`config.mk`:
```
export PLATFORM = sky130hd
export DESIGN_NAME = flit_sink
export DESIGN_NICKNAME = d
export VERILOG_FILES = /design/src/rtl/flit_sink.sv
export SDC_FILE = /design/constraint.sdc
export NUM_CORES = 1
export LEC_CHECK = 0
export ABC_AREA = 1
export BUFFER_PORTS_ARGS = -buffer_cell sky130_fd_sc_hd__buf_2
export CAP_MARGIN = 20
export CORE_ASPECT_RATIO = 2
export CORE_MARGIN = 3
export CORE_UTILIZATION = 60
export CTS_BUF_LIST = sky130_fd_sc_hd__clkbuf_4
export DETAILED_ROUTE_END_ITERATION = 6
export PLACE_DENSITY_LB_ADDON = 0.25
export SLEW_MARGIN = 5
export SYNTH_ARGS = -nofsm -noshare
export SYNTH_HDL_FRONTEND = slang
export SYNTH_SLANG_ARGS = --single-unit
```
`constraint.sdc`:
```
create_clock -name clk -period 19.6 [get_ports clk]
set_input_delay 1.96 -clock clk [delete_from_list [all_inputs] [get_ports clk]]
set_output_delay 1.96 -clock clk [all_outputs]
set_load 0.005 [all_outputs]
```
`src/rtl/flit_sink.sv`:
```
// Packet receiver/checker for the NoC mux output: validates HEAD/DATA/TAIL framing and VC
// consistency, emits one completion record per packet and keeps flit/packet/error/toggle counts.
module flit_sink #(
  parameter int DATAW  = 64,
  parameter int TYPEW  = 2,
  parameter int VCHW   = 1,
  parameter int MAXLEN = 32,
  parameter int CNTW   = 16,
  parameter int ACCW   = 32
) (
  input  logic                   clk,
  input  logic                   rst_,
  input  logic [TYPEW+DATAW-1:0] idata,
  input  logic                   ivalid,
  input  logic [VCHW-1:0]        ivch,
  input  logic                   clr,
  output logic                   busy,
  output logic                   pkt_done,
  output logic [7:0]             pkt_len,
  output logic [VCHW-1:0]        pkt_vch,
  output logic                   pkt_err,
  output logic [2:0]             err_code,
  output logic [CNTW-1:0]        pkt_cnt,
  output logic [CNTW-1:0]        err_cnt,
  output logic [CNTW-1:0]        flit_cnt,
  output logic [ACCW-1:0]        toggle_acc
);

  localparam int PCW = $clog2(DATAW + 1);

  localparam logic [0:0] IDLE = 1'b0;
  localparam logic [0:0] BODY = 1'b1;

  localparam logic [TYPEW-1:0] T_NONE = 2'd0;
  localparam logic [TYPEW-1:0] T_HEAD = 2'd1;
  localparam logic [TYPEW-1:0] T_DATA = 2'd2;
  localparam logic [TYPEW-1:0] T_TAIL = 2'd3;

  localparam logic [2:0] E_NONE    = 3'd0;
  localparam logic [2:0] E_ORPHAN  = 3'd1;
  localparam logic [2:0] E_NESTED  = 3'd2;
  localparam logic [2:0] E_VCH     = 3'd3;
  localparam logic [2:0] E_OVERLEN = 3'd4;

  localparam logic [7:0]      MAXLEN_L = 8'(MAXLEN);
  localparam logic [CNTW-1:0] CNT_ONE  = {{(CNTW-1){1'b0}}, 1'b1};

  function automatic logic [PCW-1:0] popcount(input logic [DATAW-1:0] v);
    logic [PCW-1:0] c;
    c = '0;
    for (int i = 0; i < DATAW; i++) c = c + PCW'(v[i]);
    return c;
  endfunction

  logic [0:0]       state_r, state_nxt_s;
  logic [7:0]       len_r, len_nxt_s;
  logic [VCHW-1:0]  vch_r, vch_nxt_s;
  logic [2:0]       err_r, err_nxt_s;
  logic [DATAW-1:0] prev_r;

  logic [TYPEW-1:0] ftype_s;
  logic [DATAW-1:0] payload_s;
  logic             accept_s;
  logic             vch_mis_s;
  logic [2:0]       data_err_s;
  logic             rec_s;
  logic [7:0]       rec_len_s;
  logic [VCHW-1:0]  rec_vch_s;
  logic [2:0]       rec_err_s;
  logic [ACCW:0]    tsum_s;

  assign ftype_s    = idata[TYPEW+DATAW-1:DATAW];
  assign payload_s  = idata[DATAW-1:0];
  assign accept_s   = ivalid && (ftype_s != T_NONE);
  assign vch_mis_s  = (ivch != vch_r);
  assign data_err_s = vch_mis_s ? E_VCH : ((len_r == MAXLEN_L) ? E_OVERLEN : E_NONE);
  assign tsum_s     = {1'b0, toggle_acc} + (ACCW+1)'(popcount(payload_s ^ prev_r));

  // Next-state and completion-record decode for the accepted flit.
  always_comb begin
    state_nxt_s = state_r;
    len_nxt_s   = len_r;
    vch_nxt_s   = vch_r;
    err_nxt_s   = err_r;
    rec_s       = 1'b0;
    rec_len_s   = 8'd0;
    rec_vch_s   = ivch;
    rec_err_s   = E_NONE;
    if (accept_s) begin
      case (state_r)
        IDLE: begin
          if (ftype_s == T_HEAD) begin
            state_nxt_s = BODY;
            vch_nxt_s   = ivch;
            len_nxt_s   = 8'd0;
            err_nxt_s   = E_NONE;
          end else begin
            rec_s     = 1'b1;
            rec_err_s = E_ORPHAN;
          end
        end
        BODY: begin
          case (ftype_s)
            T_HEAD: begin
              // A fresh HEAD closes the open packet and immediately starts the next one.
              rec_s     = 1'b1;
              rec_len_s = len_r;
              rec_vch_s = vch_r;
              rec_err_s = (err_r != E_NONE) ? err_r : E_NESTED;
              vch_nxt_s = ivch;
              len_nxt_s = 8'd0;
              err_nxt_s = E_NONE;
            end
            T_DATA: begin
              len_nxt_s = (len_r == MAXLEN_L) ? len_r : (len_r + 8'd1);
              err_nxt_s = (err_r != E_NONE) ? err_r : data_err_s;
            end
            T_TAIL: begin
              state_nxt_s = IDLE;
              rec_s       = 1'b1;
              rec_len_s   = len_r;
              rec_vch_s   = vch_r;
              rec_err_s   = (err_r != E_NONE) ? err_r : (vch_mis_s ? E_VCH : E_NONE);
            end
            default: begin
              state_nxt_s = state_r;
            end
          endcase
        end
        default: begin
          state_nxt_s = IDLE;
        end
      endcase
    end else begin
      state_nxt_s = state_r;
    end
  end

  // Packet FSM, per-packet latches and the previous payload used for toggle counting.
  always_ff @(posedge clk or negedge rst_) begin
    if (!rst_) begin
      state_r <= IDLE;
      len_r   <= 8'd0;
      vch_r   <= '0;
      err_r   <= E_NONE;
      prev_r  <= '0;
      busy    <= 1'b0;
    end else begin
      state_r <= state_nxt_s;
      len_r   <= len_nxt_s;
      vch_r   <= vch_nxt_s;
      err_r   <= err_nxt_s;
      prev_r  <= accept_s ? payload_s : prev_r;
      busy    <= (state_r == BODY) || (state_nxt_s == BODY);
    end
  end

  // Completion record: one-cycle pulse, fields held until the next record.
  always_ff @(posedge clk or negedge rst_) begin
    if (!rst_) begin
      pkt_done <= 1'b0;
      pkt_len  <= 8'd0;
      pkt_vch  <= '0;
      pkt_err  <= 1'b0;
      err_code <= E_NONE;
    end else begin
      pkt_done <= rec_s;
      if (rec_s) begin
        pkt_len  <= rec_len_s;
        pkt_vch  <= rec_vch_s;
        pkt_err  <= (rec_err_s != E_NONE);
        err_code <= rec_err_s;
      end
    end
  end

  // Saturating statistics counters; clr wins over any increment.
  always_ff @(posedge clk or negedge rst_) begin
    if (!rst_) begin
      pkt_cnt    <= '0;
      err_cnt    <= '0;
      flit_cnt   <= '0;
      toggle_acc <= '0;
    end else if (clr) begin
      pkt_cnt    <= '0;
      err_cnt    <= '0;
      flit_cnt   <= '0;
      toggle_acc <= '0;
    end else begin
      if (rec_s && (rec_err_s == E_NONE) && (pkt_cnt != '1)) pkt_cnt <= pkt_cnt + CNT_ONE;
      if (rec_s && (rec_err_s != E_NONE) && (err_cnt != '1)) err_cnt <= err_cnt + CNT_ONE;
      if (accept_s && (flit_cnt != '1)) flit_cnt <= flit_cnt + CNT_ONE;
      if (accept_s) toggle_acc <= tsum_s[ACCW] ? '1 : tsum_s[ACCW-1:0];
    end
  end

endmodule

```
==> results by group, run 1 <==
Status
  • Status: complete, no violations

Timing
  • Setup violators final: 0
  • Final period util: 0.432
  • Clock Skew: 0.0117 ns
  • RSZ-0062 raised after global routing: false
  • Min Clock Period, post-route: 8.47 ns
  • Final Max Slew Viols: 0
  • Fmax: 118 MHz
  • Final hold vios: 0
  • Setup TNS: 0 ns
  • Worst-Margin Slew: 1.03 ns
  • Slew HR: 0.310

Cells and area
  • Layout cells sized above 1: 0.153
  • Layout area overhead: 11.3%
  • Fillers: 1,639
  • Layout Nets: 1,774
  • Final Util: 0.682

Worst setup path
  • Crit Path Class: input pin to flip-flop
  • Startpoint types: input pin
  • Max stage delay on crit path: 0.75 ns
  • CP Capture Type: flip-flop
  • Crit-path leading delay family: adder cells
  • Critical Path Most Common Cell: fa_1
  • CP Buf/Inv Count: 5
  • Worst Path Max Fanout: 29
  • Critical-path top delay cell: nand2_1
  • Required @ worst endpoint: 20.10 ns
  • Critical path data arrival time: 8.97 ns

CTS
  • Clock latency on the worst-skew pair: 0.60 ns
  • CTS Hold Bufs: 0
  • Total CTS buffers: 17
  • Max clock buf depth: 2
  • CTS clk-pin slew, worst paths: 0.15 ns
  • Clock sinks: 171
  • CTS resizes: 0
  • H-tree depth: 4
  • TritonCTS clock tree: yes
  • Setup Buffers After CTS: 0
  • Clock root cell: clkbuf_4

Placed design
  • Final RePlAce weighted congestion: 0.881
  • HPWL Detailed: 21.1 mm
  • IO buf count: 165

Die
  • Initial core utilization: 0.613
  • Top-level I/O count: 166
  • Die span in y: 202 um
  • Row count: 71
  • Core area: 18,800 um^2
  • Die width: 104 um
  • Die Area: 21,000 um^2

Detailed routing
  • Total wire length: 28.4 mm
  • Avg WL per Cell: 15.1 um
  • ANT nets after route: 0
  • Detailed-route via count: 9,913
  • # DRC: 0
  • Vias per cell: 5.26
  • First-pass DRT Iterations: 5
  • Initial DRC count: 454

Job
  • Maxcap violations: 0

Global route
  • Total Routing Usage GR: 0.281
  • Vias in the first global route: 9,971
  • Initial antenna violation count: 1
  • Total gr overflow: 0
  • First-pass GRT wire length: 47.8 mm
  • Largest net degree at the start of global routing: 96

Yosys
  • Post-Synthesis Cells: 1,466
  • Post-synthesis sequential area ratio: 0.371
  • Ys Warns: 0
  • Synthesized area: 11,500 um^2
  • Flops & latches, synth: 171
  • Synth Net Count: 1,625
  • Yosys cell types: 38
  • Syn avg cell area: 7.87 um^2

Hold path
  • Worst min-delay path category: flip-flop to flip-flop
-- area by class of cell --
type                    count  area (um^2)  area share
multi-input cells        1097         6460       0.503
flip-flops and latches    171         4280       0.333
repair buffers            171          877      0.0683
inverters                 157          589      0.0459
well taps                 255          319      0.0248
clock inverters            15          184      0.0143
clock buffers              17          128     0.00994
diodes                      1         2.50    0.000195
-- registers in the layout, summed over array words and instances, names as in the netlist, 2 cells and up --
register and flops:
err_code 3, pkt_cnt 16, flit_cnt 16, toggle_acc 32
err_r 2, pkt_len 8, len_r 8, err_cnt 16
prev_r 64
-- cells by family (layout without fill, tap and decap cells) --
group / after synthesis / count (layout) / share of synthesized area
buffers and inverters: 198 / 360 / 0.0696
AOI/OAI and AO/OA: 43 / 43 / 0.0211
and+or+nand+nor: 854 / 854 / 0.322
xor gates and xnor gates: 112 / 112 / 0.0850
adders and majority gates: 88 / 88 / 0.132
DFF: 171 / 171 / 0.371
other: 0 / 1 / 0
-- worst reg2reg max path: cells and delay by family (launching register included) --
family / cells / cell delay [ns]
fa+ha+maj: 10 / 4.83
simple gates: 10 / 1.64
flops: 1 / 0.42
buf+inv: 4 / 0.26
xor+xnor: 1 / 0.19
-- cells in the final DEF (no fill, tap or decap), types with 4 or more instances in the layout --
cell,synthesis,layout
buf_2,12,164
inv_1,150,149
nand2_1,557,557
nand4_1,54,54
nand3b_1,7,7
dfrtp_1,171,171
clkbuf_4,0,17
nor2_1,85,83
nor2_2,6,8
o21ai_1,8,8
inv_2,7,8
ha_1,32,32
xnor2_1,46,46
o21ai_0,19,19
buf_4,1,6
inv_6,0,4
nand3_1,99,99
nor3_1,15,15
nand3_2,13,13
xor2_1,66,66
fa_1,56,56
a21oi_1,10,10
-- routing by layer --
layer / global-route usage / up-vias / part of all wire
li1: - / 4885 / -
met1: 0.325 / 4694 / 0.39
met2: 0.507 / 261 / 0.53
met3: 0.0460 / 73 / 0.040
met4: 0.127 / 0 / 0.040
met5: 0 / - / 0
-- through the flow --
step	instance area (um^2)	std cells	hold slack [ns]	setup slack, ns
finish	12800	1884	0.495	11.13
global route	12800	1884	0.521	10.67
CTS	12800	1883	0.497	11.09
detailed placement	12500	1851	0.461	10.45
global placement	12500	1851	0.458	10.58
floorplan	11500	1466	0.465	11.52
-- final timing paths --
path | start | depth (start not counted) | to | slack [ns]
max | idata[16] | 26 | toggle_acc[27] | 11.13
min | pkt_vch | 2 | pkt_vch | 0.49
max reg2reg | prev_r[16] | 25 | toggle_acc[27] | 12.15
min reg2reg | pkt_vch | 2 | pkt_vch | 0.49
max in group asynchronous | rst_ | 2 | len_r[4] | 16.58
min in group asynchronous | rst_ | 1 | prev_r[14] | 1.41
-- synth_stat cells --
library cell / number / area share
or2_2: 2 / 0.0011
nor2_2: 6 / 0.0033
nor3_2: 3 / 0.0026
nand3_4: 1 / 0.0015
nor2_4: 2 / 0.0020
nand3_2: 13 / 0.011
inv_2: 7 / 0.0023
o21bai_1: 2 / 0.0013
nand3_1: 99 / 0.043
a21oi_1: 10 / 0.0043
nand2_2: 3 / 0.0016
buf_8: 1 / 0.0013
xnor2_1: 46 / 0.035
nand4_1: 54 / 0.029
clkbuf_1: 15 / 0.0049
and3_1: 2 / 0.0011
nand2_4: 2 / 0.0020
o21ai_0: 19 / 0.0082
o21ai_4: 1 / 0.0014
nand3b_1: 7 / 0.0046
nand4_2: 2 / 0.0022
a22oi_1: 1 / 0.00065
buf_1: 8 / 0.0026
dfrtp_1: 171 / 0.37
o21ai_1: 8 / 0.0035
a31oi_2: 1 / 0.0011
o31ai_1: 1 / 0.00065
xor2_1: 66 / 0.050
nor4_2: 1 / 0.0011
nor3_1: 15 / 0.0065
buf_4: 1 / 0.00065
inv_1: 150 / 0.049
buf_2: 12 / 0.0052
fa_1: 56 / 0.097
buf_6: 4 / 0.0039
nor2_1: 85 / 0.028
ha_1: 32 / 0.035
nand2_1: 557 / 0.18
Power of run 1 is not shown: default switching activity piles up to over one toggle a cycle in this logic, so the estimate is an artifact.
==> inputs of run 2 (changes only) <==
clock period = 7.8 ns   (was 19.6 ns; I/O delays follow)
==> results by group, run 2 (synthesis gave the netlist of run 1 again) <==
Status
  • Status: complete, no violations

CTS
  • H-tree depth: 4
  • Total CTS buffers: 17
  • Setup Buffers After CTS: 0
  • Clock latency on the worst-skew pair: 0.60 ns
  • Clock root cell: clkbuf_4
  • CTS Hold Bufs: 0
  • Max clock buf depth: 2
  • CTS clk-pin slew, worst paths: 0.15 ns
  • Clock sinks: 171
  • CTS resizes: 0
  • TritonCTS clock tree: yes

Detailed routing
  • ANT nets after route: 0
  • Initial DRC count: 472
  • Avg WL per Cell: 15.0 um
  • Total wire length: 28.4 mm
  • Wl on met1: 10.9 mm
  • Met3 wire length: 1.00 mm
  • # DRC: 0
  • First-pass DRT Iterations: 5
  • Detailed-route via count: 9,924
  • DR WL met2: 15.4 mm
  • Vias per cell: 5.26
  • Max layer used: met4

Worst setup path
  • CP Buf/Inv Count: 5
  • Max stage delay on crit path: 0.62 ns
  • Critical path data arrival time: 7.40 ns
  • Worst Path Max Fanout: 15
  • Critical Path Most Common Cell: fa_1
  • Crit Path Class: flip-flop to flip-flop
  • Critical-path top delay cell: fa_1
  • Required @ worst endpoint: 8.30 ns
  • Startpoint types: flip-flop
  • Crit-path leading delay family: adder cells
  • CP Capture Type: flip-flop

Placed design
  • Final RePlAce weighted congestion: 0.913
  • HPWL Detailed: 21.4 mm
  • Placed cells: 1,853
  • IO buf count: 165

Die
  • Die Area: 21,000 um^2
  • Top-level I/O count: 166
  • Initial core utilization: 0.613
  • Die width: 104 um
  • Row count: 71
  • Core area: 18,800 um^2
  • Die span in y: 202 um

Cells and area
  • Commonest non-fill, non-tap cell in the layout: nand2_1
  • Largest registers: prev_r (64), toggle_acc (32)
  • Sequential Area: 4280 um^2
  • Number of flip-flops in the largest register: 64
  • Top reg by flops: prev_r
  • Fin cells: 1,886
  • Layout area overhead: 11.1%
  • Most frequent cells in the layout: nand2_1 (557), dfrtp_1 (171), buf_2 (164)
  • Fillers: 1,670
  • Area of the multi-input gates: 6460 um^2
  • Layout cells sized above 1: 0.152
  • Layout Nets: 1,776

Timing
  • Setup TNS: 0 ns
  • Clock Skew: 0.0212 ns
  • RSZ-0062 raised after global routing: false
  • Final hold vios: 0
  • Min Clock Period, post-route: 6.90 ns
  • Final period util: 0.885
  • Fmax: 145 MHz
  • Worst-Margin Slew: 0.985 ns
  • Slew HR: 0.343
  • Setup violators final: 0
  • Final Max Slew Viols: 0

Job
  • Maxcap violations: 0

Global route
  • Vias in the first global route: 10,100
  • Total gr overflow: 0
  • Total Routing Usage GR: 0.281
  • First-pass GRT wire length: 47.9 mm
  • Largest net degree at the start of global routing: 96
  • Initial antenna violation count: 2

Hold path
  • Worst min-delay path category: input pin to async pin
[run 2: cell types whose count changed in the layout (fill, tap and decap cells not counted), sizes merged]
cell    previous run  this run
diode              1         2
clkinv             3         6
bufinv             3         2
buf              171       173
inv              163       160
[run 2: stage by stage]
| stage | instance area, um^2 | util | hold WS (ns) | setup slack, ns |
|---|---|---|---|---|
| after floorplan | 11500 | - | 0.465 | 0.902 |
| after global placement | 12500 | 0.666 | 0.457 | 0.530 |
| after global routing | 12800 | 0.681 | 0.283 | 0.502 |
| final | 12800 | 0.681 | 0.237 | 0.901 |
| after CTS | 12800 | 0.681 | 0.266 | 0.890 |
| after detailed placement | 12500 | 0.666 | 0.466 | 0.404 |
[run 2: layout make-up]
type                       count  share of cell area
inverter                     157              0.0460
tap                          255              0.0249
multi-input combinational   1097               0.504
clock inverter                14              0.0113
antenna                        2            0.000390
sequential                   171               0.334
timing repair buffer         173              0.0696
clock buffer                  17             0.00995
[run 2: metal layers]
metal  track usage  vias up
met3        0.0390       76
met4         0.144        0
met5             0        -
li1              -     4882
met1         0.320     4719
met2         0.509      247
[run 2: final timing paths]
path / startpoint / to / slack (ns) / cells past startpoint
setup / recovery: prev_r[46] / toggle_acc[9] / 0.90 / 26
min in group clk: idata[44] / prev_r[44] / 0.39 / 3
hold / removal: rst_ / prev_r[22] / 0.24 / 1
hold reg to reg: err_code[2] / err_code[2] / 0.50 / 2
max in group asynchronous: rst_ / pkt_cnt[0] / 5.99 / 2
setup reg to reg: prev_r[46] / toggle_acc[9] / 0.90 / 26
[run 2: worst register-to-register path, stage by stage (launching register included)]
cell	delay [ns]
dfrtp_1	0.42
xor2_1	0.19
fa_1	0.62
fa_1	0.46
fa_1	0.53
inv_1	0.06
fa_1	0.53
fa_1	0.52
inv_1	0.05
fa_1	0.51
inv_1	0.07
fa_1	0.51
fa_1	0.58
fa_1	0.17
inv_1	0.08
fa_1	0.43
nand3_1	0.11
nand3_1	0.13
nand2_1	0.09
nand2_1	0.08
nand2_1	0.10
nand2_2	0.06
nand2_1	0.08
buf_4	0.22
nand2_1	0.08
nand2_1	0.07
nand2_1	0.06
Power of run 2 is left out for the same reason.
==> inputs of run 3 (changes only) <==
CELL_PAD_IN_SITES_DETAIL_PLACEMENT = 1   (was unset)
CELL_PAD_IN_SITES_GLOBAL_PLACEMENT = 2   (was unset)
CORE_UTILIZATION = 35   (was 60)
SLEW_MARGIN = 20   (was 5)
==> results by group, run 3 (synthesis gave the netlist of run 1 again) <==
Detailed routing
  • Avg WL per Cell: 17.2 um
  • Detailed-route via count: 10,100
  • First-pass DRT Iterations: 4
  • Total wire length: 35.3 mm
  • Initial DRC count: 304
  • ANT nets after route: 0
  • # DRC: 0
  • Vias per cell: 4.89

Worst setup path
  • Required @ worst endpoint: 8.32 ns
  • Critical-path top delay cell: fa_1
  • Critical Path Most Common Cell: fa_1
  • Worst Path Max Fanout: 25
  • Startpoint types: flip-flop
  • R2R setup slack: 0.76 ns
  • Max stage delay on crit path: 0.59 ns
  • CP Capture Type: flip-flop
  • Crit Path Class: flip-flop to flip-flop
  • Critical path data arrival time: 7.56 ns

Timing
  • Fmax: 142 MHz
  • Setup TNS: 0 ns
  • Worst-Margin Slew: 0.965 ns
  • Final period util: 0.903
  • Hold Worst Slack: 0.115 ns
  • Clock Skew: 0.0314 ns
  • Min Clock Period, post-route: 7.04 ns
  • Final Max Slew Viols: 0
  • Slew HR: 0.357
  • Final hold vios: 0
  • Setup violators final: 0
  • RSZ-0062 raised after global routing: false

Cells and area
  • Commonest non-fill, non-tap cell in the layout: nand2_1
  • Largest registers: prev_r (64), toggle_acc (32)
  • Top reg by flops: prev_r
  • Final Util: 0.404
  • Most frequent cells in the layout: nand2_1 (557), dfrtp_1 (171), buf_2 (164)
  • Layout area overhead: 13.3%
  • Layout Nets: 1,776
  • Number of flip-flops in the largest register: 64
  • Fin area: 13,100 um^2
  • Layout cells sized above 1: 0.155

Global route
  • Initial antenna violation count: 1
  • Total Routing Usage GR: 0.207
  • Total gr overflow: 0
  • Largest net degree at the start of global routing: 73
  • First-pass GRT wire length: 58.2 mm
  • Vias in the first global route: 10,900

CTS
  • Clock sinks: 171
  • Total CTS buffers: 17
  • H-tree depth: 4
  • TritonCTS clock tree: yes
  • Max clock buf depth: 2
  • CTS resizes: 0
  • Clock root cell: clkbuf_4
  • CTS Hold Bufs: 0
  • Setup Buffers After CTS: 0
  • Clock latency on the worst-skew pair: 0.64 ns
  • CTS clk-pin slew, worst paths: 0.17 ns

Die
  • Core area: 32,300 um^2
  • Row count: 93
  • Top-level I/O count: 166
  • Die Area: 35,300 um^2
  • Initial core utilization: 0.357
  • Die width: 134 um
  • Die span in y: 263 um

Placed design
  • HPWL Detailed: 27.0 mm
  • Final RePlAce weighted congestion: 0.833
  • IO buf count: 165
  • Cell Area, Placed: 12,800 um^2

Status
  • Status: complete, no violations

Job
  • Maxcap violations: 0

Hold path
  • Worst min-delay path category: input pin to async pin
## run 3: final timing paths
| check | from | to | depth (start not counted) |
|---|---|---|---|
| min | rst_ | prev_r[16] | 1 |
| min in group clk | idata[24] | prev_r[24] | 3 |
| max in group asynchronous | rst_ | err_code[1] | 2 |
| max reg2reg | prev_r[34] | toggle_acc[10] | 26 |
| max | prev_r[34] | toggle_acc[10] | 26 |
| min reg2reg | err_code[2] | err_code[2] | 2 |
## run 3: area by class of cell
type / count / area (um^2)
Fill cell: 4153 / 19300
Clock buffer: 17 / 128
Tap cell: 427 / 534
Inverter: 157 / 589
Multi-Input combinational cell: 1097 / 6460
Clock inverter: 15 / 169
Timing Repair Buffer: 173 / 905
Antenna cell: 2 / 5.00
Sequential cell: 171 / 4280
## run 3: layer usage
| layer | vias up | global-route usage | wire, um |
|---|---|---|---|
| met5 | - | 0 | 0 |
| met4 | 0 | 0.0590 | 725 |
| met3 | 33 | 0.0284 | 852 |
| met2 | 142 | 0.401 | 20100 |
| met1 | 4998 | 0.230 | 13700 |
| li1 | 4889 | - | - |
## run 3: stage by stage
| step | setup WS [ns] | instances |
|---|---|---|
| floorplan | 0.902 | 1466 |
| global placement | 0.387 | 2025 |
| detailed placement | 0.253 | 2025 |
| CTS | 0.695 | 2057 |
| global route | 0.281 | 2059 |
| finish | 0.758 | 2059 |
## run 3: worst max-delay path, delay by kind of cell, from the launching register on
| kind | cells | cell delay [ns] |
|---|---|---|
| adder cells (fa/ha/maj) | 10 | 4.86 |
| buffers and inverters | 5 | 0.47 |
| XOR/XNOR | 1 | 0.19 |
| AND/OR/NAND/NOR | 10 | 0.95 |
| flip-flops | 1 | 0.44 |
Power of run 3 is left out for the same reason.
